**src/rtl/seg_scan.sv**
```systemverilog
// ---------------------------------------------------------------------------
// seg_scan : time-multiplexed 7-segment display driver.
//   Scans DIGITS packed BCD/hex nibbles onto one shared active-low segment bus
//   with one active-low anode per digit. Each digit owns DIV clock cycles; the
//   first BLANK_CYC cycles of every slot keep all anodes off to avoid ghosting.
//   The digit word is captured into a shadow register at frame end so that a
//   mid-frame change of i_bcd never tears the displayed value.
//
// Ports
//   i_clk    clock, rising edge
//   i_rst    asynchronous active-high reset
//   i_en     scan enable; low blanks the display and parks the scan at digit 0
//   i_bcd    packed digits, digit k = i_bcd[4k+3:4k], digit 0 least significant
//   o_seg    segments, active-low, bit0=a .. bit6=g (registered)
//   o_an     anode enables, active-low, at most one low (registered)
//   o_frame  one-cycle pulse after the last cycle of a full scan frame (registered)
//
// Configuration macro
//   SEG_LZ_SUPPRESS_EN : when defined, digits k>0 whose shadow digits k..DIGITS-1
//                        are all zero stay dark for their whole slot.
// ---------------------------------------------------------------------------
module seg_scan #(
   parameter int unsigned DIGITS    = 4,
   parameter int unsigned DIV       = 1000,
   parameter int unsigned BLANK_CYC = 4
) (
   input  logic                  i_clk,
   input  logic                  i_rst,
   input  logic                  i_en,
   input  logic [4*DIGITS-1:0]   i_bcd,
   output logic [6:0]            o_seg,
   output logic [DIGITS-1:0]     o_an,
   output logic                  o_frame
);

   localparam int unsigned CNT_W = (DIV > 1) ? $clog2(DIV) : 1;
   localparam int unsigned IDX_W = (DIGITS > 1) ? $clog2(DIGITS) : 1;
   localparam int unsigned BCD_W = 4 * DIGITS;

   localparam logic [CNT_W-1:0] CNT_LAST  = CNT_W'(DIV - 1);
   localparam logic [CNT_W-1:0] BLANK_END = CNT_W'(BLANK_CYC);
   localparam logic [IDX_W-1:0] IDX_LAST  = IDX_W'(DIGITS - 1);

   logic [CNT_W-1:0]  cnt_q, cnt_d;
   logic [IDX_W-1:0]  idx_q, idx_d;
   logic [BCD_W-1:0]  shadow_q, shadow_d;
   logic [6:0]        seg_q, seg_d;
   logic [DIGITS-1:0] an_q, an_d;
   logic              frame_q, frame_d;

   logic              slot_last;
   logic              frame_end;
   logic [3:0]        digit;
   logic              lz_blank;

   // Active-low gfedcba pattern for one hex nibble.
   function automatic logic [6:0] decode(input logic [3:0] nib);
      logic [6:0] pat;
      case (nib)
         4'h0:    pat = 7'b1000000;
         4'h1:    pat = 7'b1111001;
         4'h2:    pat = 7'b0100100;
         4'h3:    pat = 7'b0110000;
         4'h4:    pat = 7'b0011001;
         4'h5:    pat = 7'b0010010;
         4'h6:    pat = 7'b0000010;
         4'h7:    pat = 7'b1111000;
         4'h8:    pat = 7'b0000000;
         4'h9:    pat = 7'b0010000;
         4'hA:    pat = 7'b0001000;
         4'hB:    pat = 7'b0000011;
         4'hC:    pat = 7'b1000110;
         4'hD:    pat = 7'b0100001;
         4'hE:    pat = 7'b0000110;
         default: pat = 7'b0001110;
      endcase
      return pat;
   endfunction

   // Slot/frame boundary flags, current digit select and leading-zero test.
   always_comb begin
      slot_last = (cnt_q == CNT_LAST);
      frame_end = slot_last && (idx_q == IDX_LAST);
      digit     = 4'h0;
      for (int unsigned k = 0; k < DIGITS; k++) begin
         if (idx_q == IDX_W'(k)) digit = shadow_q[4*k +: 4];
      end
`ifdef SEG_LZ_SUPPRESS_EN
      // Dark when this digit and every more significant digit are zero.
      lz_blank = (idx_q != '0) && ((shadow_q >> {idx_q, 2'b00}) == '0);
`else
      lz_blank = 1'b0;
`endif
   end

   // State registers and registered outputs.
   always_ff @(posedge i_clk or posedge i_rst) begin
      if (i_rst) begin
         cnt_q    <= '0;
         idx_q    <= '0;
         shadow_q <= '0;
         seg_q    <= 7'h7F;
         an_q     <= '1;
         frame_q  <= 1'b0;
      end else begin
         cnt_q    <= cnt_d;
         idx_q    <= idx_d;
         shadow_q <= shadow_d;
         seg_q    <= seg_d;
         an_q     <= an_d;
         frame_q  <= frame_d;
      end
   end

   // Next-state: scan position and shadow capture.
   always_comb begin
      cnt_d    = cnt_q;
      idx_d    = idx_q;
      shadow_d = shadow_q;
      if (!i_en) begin
         // Parked: restart from digit 0 with a fresh copy of the input.
         cnt_d    = '0;
         idx_d    = '0;
         shadow_d = i_bcd;
      end else begin
         cnt_d = slot_last ? '0 : cnt_q + CNT_W'(1);
         if (slot_last) idx_d = (idx_q == IDX_LAST) ? '0 : idx_q + IDX_W'(1);
         if (frame_end) shadow_d = i_bcd;
      end
   end

   // Output decode for the current (idx, cnt); registered above.
   always_comb begin
      seg_d   = 7'h7F;
      an_d    = '1;
      frame_d = 1'b0;
      if (i_en) begin
         frame_d = frame_end;
         if ((cnt_q >= BLANK_END) && !lz_blank) begin
            an_d[idx_q] = 1'b0;
            seg_d       = decode(digit);
         end
      end
   end

   assign o_seg   = seg_q;
   assign o_an    = an_q;
   assign o_frame = frame_q;

endmodule
```
**config.mk**
```make
export PLATFORM = sky130hd
export DESIGN_NAME = seg_scan
export DESIGN_NICKNAME = d
export VERILOG_FILES = /design/src/rtl/seg_scan.sv
export SDC_FILE = /design/constraint.sdc
export NUM_CORES = 1
export LEC_CHECK = 0
export CAP_MARGIN = 20
export CORE_ASPECT_RATIO = 0.8
export CORE_MARGIN = 4
export CORE_UTILIZATION = 50
export CTS_CLUSTER_DIAMETER = 60
export CTS_CLUSTER_SIZE = 8
export DETAILED_ROUTE_END_ITERATION = 10
export PLACE_DENSITY = 0.75
export REMOVE_ABC_BUFFERS = 1
export SETUP_SLACK_MARGIN = 0.02
export SLEW_MARGIN = 20
export SYNTH_ARGS = -nofsm -noshare
export SYNTH_HDL_FRONTEND = slang
export SYNTH_SLANG_ARGS = --single-unit
```
**constraint.sdc**
```tcl
create_clock -name i_clk -period 3 [get_ports i_clk]
set_input_delay 0.6 -clock i_clk [delete_from_list [all_inputs] [get_ports i_clk]]
set_output_delay 0.6 -clock i_clk [all_outputs]
set_load 0.03 [all_outputs]
```
## After elaboration in Yosys (flattened, before gate mapping)

Memory sizes are Yosys's and may differ from the RTL's.
Index checks and enable logic that the tools add are counted.

- Register bits: 40
- Latch bits: 0
- Memory bits (writable): 0
- ROM bits: 112
- Bits of input ports: 19
- Output and inout port bits: 12
- Word-level logic and storage cells: 40
- Memories kept: 1

Memory list:

| name | depth | bits a word | read ports | clocked after Yosys merged registers in | write ports | RTL line | source |
|---|---|---|---|---|---|---|---|
| (no name shown) | 16 | 7 | 1 | 0 | 0 | 59 | `case (nib)` |

- $add $sub $neg: 2
- Multiply operators: 0
- Divide/modulo/power cells: 0
- $lt $le $gt $ge: 3
- Eq/ne operators: 6
- Shift-type cells: 0
- Mux-type cells: 18
- Bitwise operators: 1
- Reductions and logical operators: 3

Operators with widths:

| operator | count |
|---|---|
| 2-to-1 mux 16 bit | 2 |
| 2-to-1 mux 4 bit | 6 |
| 2-to-1 mux 10 bit | 2 |
| 2-to-1 mux 7 bit | 2 |
| adder 10 x 1 -> 10 bit (second input constant) | 1 |
| equality test 10 bit (second input constant) | 1 |
| >= comparator 10 x 3 -> 1 bit (second input constant) | 1 |
| 2-to-1 mux 2 bit | 3 |
| equality test 2 bit (second input constant) | 2 |
| inequality test 2 x 1 -> 1 bit (second input constant) | 2 |
| NOT 4 bit | 1 |
| < comparator 2 x 3 -> 1 bit (second input constant) | 1 |
| adder 2 x 1 -> 2 bit (second input constant) | 1 |
| demux 1 bit (select 2 bit) | 1 |
| equality test 2 x 1 -> 1 bit (second input constant) | 1 |
| >= comparator 2 x 1 -> 1 bit (second input constant) | 1 |
| logical AND 1 bit | 2 |
| zero test 2 bit | 1 |
| 2-to-1 mux 1 bit | 2 |

## Depth between registers and ports, before layout

An unclocked memory read counts as a cell.

- Depth after elaboration: 8
- Depth in mapped cells: 11

## Worst setup path after synthesis

No wires, ideal clock.

- Kind: register to register
- Start point: register idx_q[1]
- End point: register seg_q[3], in the netlist o_seg[3]
- Setup time: 0.097 ns
- Arrival time: 2.200 ns
- Required time: 2.903 ns
- Path slack: 0.703 ns
- Stages on the path, launching flop included: 11
- Buffers on the path: 1
- Path through: dfrtp_1 > inv_1 > ha_1 > buf_2 > o211a_1 > a221oi_1 > inv_1 > ha_1 > nor2_1 > a211oi_1 > o21ai_0

- Word-level cells in the longest chain between the ends: 8
- Elaborated cells between the ends (all ways): 11
- Those cells by class: 3 x eq/ne; 6 x mux; 1 x reduce/logical; 1 x memory

RTL lines:

| item | RTL line | source |
|---|---|---|
| start, declared | 45 | `logic [IDX_W-1:0] idx_q, idx_d;` |
| start signal, assigned | 107 | `idx_q <= idx_d;` |
| zero test 2 bit | 86 | `if (idx_q == IDX_W'(k)) digit = shadow_q[4*k +: 4];` |
| 2-to-1 mux 4 bit (3 in a row) | 86 |  |
| 2-to-1 mux 4 bit * | 86 |  |
| memory (16 x 7 bit) * | - |  |
| 2-to-1 mux 7 bit * | 139 | `if ((cnt_q >= BLANK_END) && !lz_blank) begin` |
| 2-to-1 mux 7 bit * | 137 | `if (i_en) begin` |
| named net seg_d[3] | 47 | `logic [6:0] seg_q, seg_d;` |
| end signal, assigned | 109 | `seg_q <= seg_d;` |
| end, declared | 47 |  |

Mark *: on every way through the listed nets, which the timed path passes. The rest lies on a longest branch.
A chain may end at the register's enable or synchronous reset.

## Final worst setup path

Same ends and word-level chain as after synthesis.

==> results summary <==
STA classifies the critical path startpoint as a register. The Yosys warning count came out at 0. The via count of the first global-routing pass is between 1.5k and 2k. Setup repair after global routing left no endpoint under its margin. The initial core utilization came out at 0.528. The proportion of synthesized chip area in sequential cells came out at 0.495. The critical path goes through ha_1, nor2_1, o211a_1, a221oi_1, buf_4, inv_1, ha_1, nor2_1, a211oi_1, o21ai_0. Counting flops with an async set or reset pin after synthesis yields a share of 1.00.

The post-synthesis cell area came out at 0.00205 mm2. Summing over every cut layer, the via total after detailed routing is 1433. The cell depth of the worst min-delay path is 1. The net total in the final layout is 244. The maximum VDD drop came out at 0.316 mV. In the final layout, the share of cells above drive strength 1 is 0.206. The number of clock sinks came out at 40.

After detailed routing, the number of vias per cell comes to between 5 and 6. The total congestion overflow came out at 0. The count of fill cells added during filler insertion is 298.

The final-layout setup total negative slack came out at 0 ps. In the synthesized netlist the dominant register cell turns out to be sky130_fd_sc_hd__dfrtp_1. For this design, the CTS-stage hold fixing added 0 buffers. The number of remaining DRC errors came out at 0.

In the finished design, the share of the clock period the worst path needs comes to 0.805. The number of buffers inserted by port buffering came out at 30. The total half-perimeter wirelength after legalization and detailed placement is 3.00 mm. The hold violation total from the final report came out at 0. At the end of routability-driven placement, the weighted congestion stood at 0.896. The number of antenna violations at the first check in global routing is 0. After floorplanning, the core was sized to cover 0.00388 mm2. Measured in cells, the most critical reg-to-reg path has a length of 10. The number of setup buffers added after CTS is 0. Clock tree synthesis selected as its root buffer the cell sky130_fd_sc_hd__clkbuf_8. The transition time at the pin with the least slew margin is 654 ps. The CTS clock-pin slew for the worst setup and hold paths came out at 80 ps. The tightest hold margin came out at 521 ps.

The pin count of the biggest net entering global routing came out at 41. The tightest min-delay check is of the reg -> reg type. The count of nets left with antenna violations once routing finished came out at 0. On the final layout, the worst clock skew is 8.59 ps. The ratio of total power to cell area came out at 469 mW/mm2. The most common cell after layout, fill and taps aside is sky130_fd_sc_hd__clkdlybuf4s50_1. The count of mapped cells out of synthesis is 177.

The die extent in y came out at 65.3 um. The number of top-level pins came out at 31. The synthesized design contains 0 enable-type register cells. The number of antenna diodes in the final layout is 0. The sequential cell area came out at 0.00101 mm2. The multi-input logic area came out at 971 um2. The clock latency at the later pin of the worst-skew pair is between 200 and 300 ps. The length of the first detailed-routing pass in iterations is 4. CTS built an H-tree with a depth of 2. The die outline width is between 70 and 80 um. STA classifies the critical path endpoint as a register.

The die covers 0.00519 mm2. TritonCTS built the clock tree. The number of different library cells used by synthesis comes to 38. The buffer depth of the longest clock path came out at 2. The normalized max-slew margin came out at 0.563. The flow ran to the end, and the final reports show no timing, DRC or antenna violations. The initial DRC count came out at 57. Relative to the synthesized area, the layout overhead comes to 23.4%.

The slowest stage of the critical path is the sky130_fd_sc_hd__ha_1 cell. The first global-routing pass estimated 6.99 mm of wire. Data on the critical path is required at its endpoint by 3210 ps.

Across every metal layer, demand over resource in global routing totals 0.170. The time the final worst path needs with I/O delays and setup came out at 2420 ps. The max-slew violation total from the final report came out at 0. By startpoint and endpoint, the worst setup path is classified as reg -> reg.

The count of maximum capacitance violations came out at 0. Dividing the detail-routed wire length by the instance count gives ~15 um. The top cell types in the final layout, fill and taps aside, are 30 x sky130_fd_sc_hd__clkdlybuf4s50_1, 29 x sky130_fd_sc_hd__dfrtp_1, 18 x sky130_fd_sc_hd__nand2_1. Static timing analysis puts the maximum clock frequency at 0.414 GHz. The reported leakage power is between 0.001 and 0.0015 uW. The count of state elements after synthesis came out at 40.

The arrival time of data at the critical path endpoint came out at 2620 ps. For this run, the slowest stage of the critical path takes 480 ps. The number of setup violations in the final report is 0. The post-CTS resize count is 0. The site row count came out at 20. The top fanout value on the critical path came out at 14. The routed wire length came out at around 4 mm. Buffers inserted during clock tree synthesis total 5. A synthesized cell averages around 12 um2.
-- where the power goes --
part	internal [uW]	total [uW]	switching, uW
Combinational	87.4	168	81.1
Sequential	570	590	19.4
Clock	246	429	183
-- state kept, by name (all words and copies together) (netlist names) --
signal,count
cnt_q,10
o_seg,7
idx_q,2
shadow_q,16
o_an,4
o_frame,1
-- critical path, delay by kind of cell, from the launching register on --
kind | cells | cell delay (ps)
AND/OR/NAND/NOR | 2 | 200
flip-flops | 1 | 400
adder cells (fa/ha/maj) | 2 | 800
buffers and inverters | 2 | 270
AO/OA/AOI/OAI | 4 | 670
-- metal layers --
metal  wire (um)  GRT usage
met1        1880      0.223
met2        1920      0.277
met3         187     0.0479
met4          17     0.0451
met5           0          0
-- kinds of logic (layout without fill, tap and decap cells) --
| group | count (synthesis) | after routing | synth area share |
|---|---|---|---|
| muxes | 18 | 18 | 0.114 |
| adders and majority gates | 12 | 12 | 0.0733 |
| and+or+nand+nor | 60 | 60 | 0.158 |
| xor gates and xnor gates | 9 | 9 | 0.0385 |
| DFF | 40 | 40 | 0.495 |
| buffers and inverters | 14 | 51 | 0.0311 |
| AOI/OAI and AO/OA | 24 | 24 | 0.0904 |
-- path summary, 6_finish.rpt --
check | from | to | slack (ps)
max in group asynchronous | i_rst | o_an[0] | 1900
setup reg to reg | idx_q[1] | o_seg[3] | 580
hold / removal | shadow_q[9] | shadow_q[9] | 520
min in group asynchronous | i_rst | cnt_q[9] | 730
hold reg to reg | shadow_q[9] | shadow_q[9] | 520
setup / recovery | idx_q[1] | o_seg[3] | 580
-- synth_stat cells (2+ instances only) --
| library cell | count | area share |
|---|---|---|
| sky130_fd_sc_hd__nor2b_1 | 4 | 0.012 |
| sky130_fd_sc_hd__nor2_1 | 13 | 0.024 |
| sky130_fd_sc_hd__dfrtp_1 | 29 | 0.35 |
| sky130_fd_sc_hd__nor4_1 | 2 | 0.0061 |
| sky130_fd_sc_hd__nand3_1 | 5 | 0.012 |
| sky130_fd_sc_hd__xnor2_1 | 5 | 0.021 |
| sky130_fd_sc_hd__xor2_1 | 4 | 0.017 |
| sky130_fd_sc_hd__o221ai_1 | 4 | 0.017 |
| sky130_fd_sc_hd__dfstp_2 | 11 | 0.14 |
| sky130_fd_sc_hd__a21oi_1 | 3 | 0.0073 |
| sky130_fd_sc_hd__a211oi_1 | 5 | 0.018 |
| sky130_fd_sc_hd__mux2_2 | 7 | 0.038 |
| sky130_fd_sc_hd__nand2_1 | 18 | 0.033 |
| sky130_fd_sc_hd__o21ai_0 | 3 | 0.0073 |
| sky130_fd_sc_hd__o211ai_1 | 2 | 0.0073 |
| sky130_fd_sc_hd__inv_1 | 9 | 0.016 |
| sky130_fd_sc_hd__ha_1 | 12 | 0.073 |
| sky130_fd_sc_hd__a21boi_0 | 2 | 0.0073 |
| sky130_fd_sc_hd__mux2i_1 | 2 | 0.0098 |
| sky130_fd_sc_hd__and2_1 | 2 | 0.0061 |
| sky130_fd_sc_hd__nor3b_1 | 2 | 0.0073 |
| sky130_fd_sc_hd__buf_2 | 3 | 0.0073 |
| sky130_fd_sc_hd__and3_1 | 6 | 0.018 |
| sky130_fd_sc_hd__mux2_4 | 9 | 0.066 |
| sky130_fd_sc_hd__nand3b_1 | 2 | 0.0073 |
-- metrics by stage --
| stage | total power, uW | cells | utilization | instance area [um2] | worst slack, ps |
|---|---|---|---|---|---|
| 2_1_floorplan | 701 | 172 | - | 2020 | 644 |
| 3_3_place_gp | 759 | 261 | 0.624 | 2420 | 707 |
| 3_5_place_dp | 767 | 261 | 0.624 | 2420 | 648 |
| 4_1_cts | 1200 | 269 | 0.652 | 2530 | 620 |
| 5_1_grt | 1240 | 269 | 0.652 | 2530 | 350 |
| 6_report | 1190 | 269 | 0.652 | 2530 | 585 |
-- area by class of cell --
type                            instances  share of cell area
Sequential cell                        40               0.401
Clock buffer                            5              0.0272
Tap cell                               55              0.0272
Timing Repair Buffer                   34               0.131
Clock inverter                          3              0.0168
Multi-Input combinational cell        123               0.384
Inverter                                9              0.0134
Note: power is estimated with default switching activity, not from simulation.
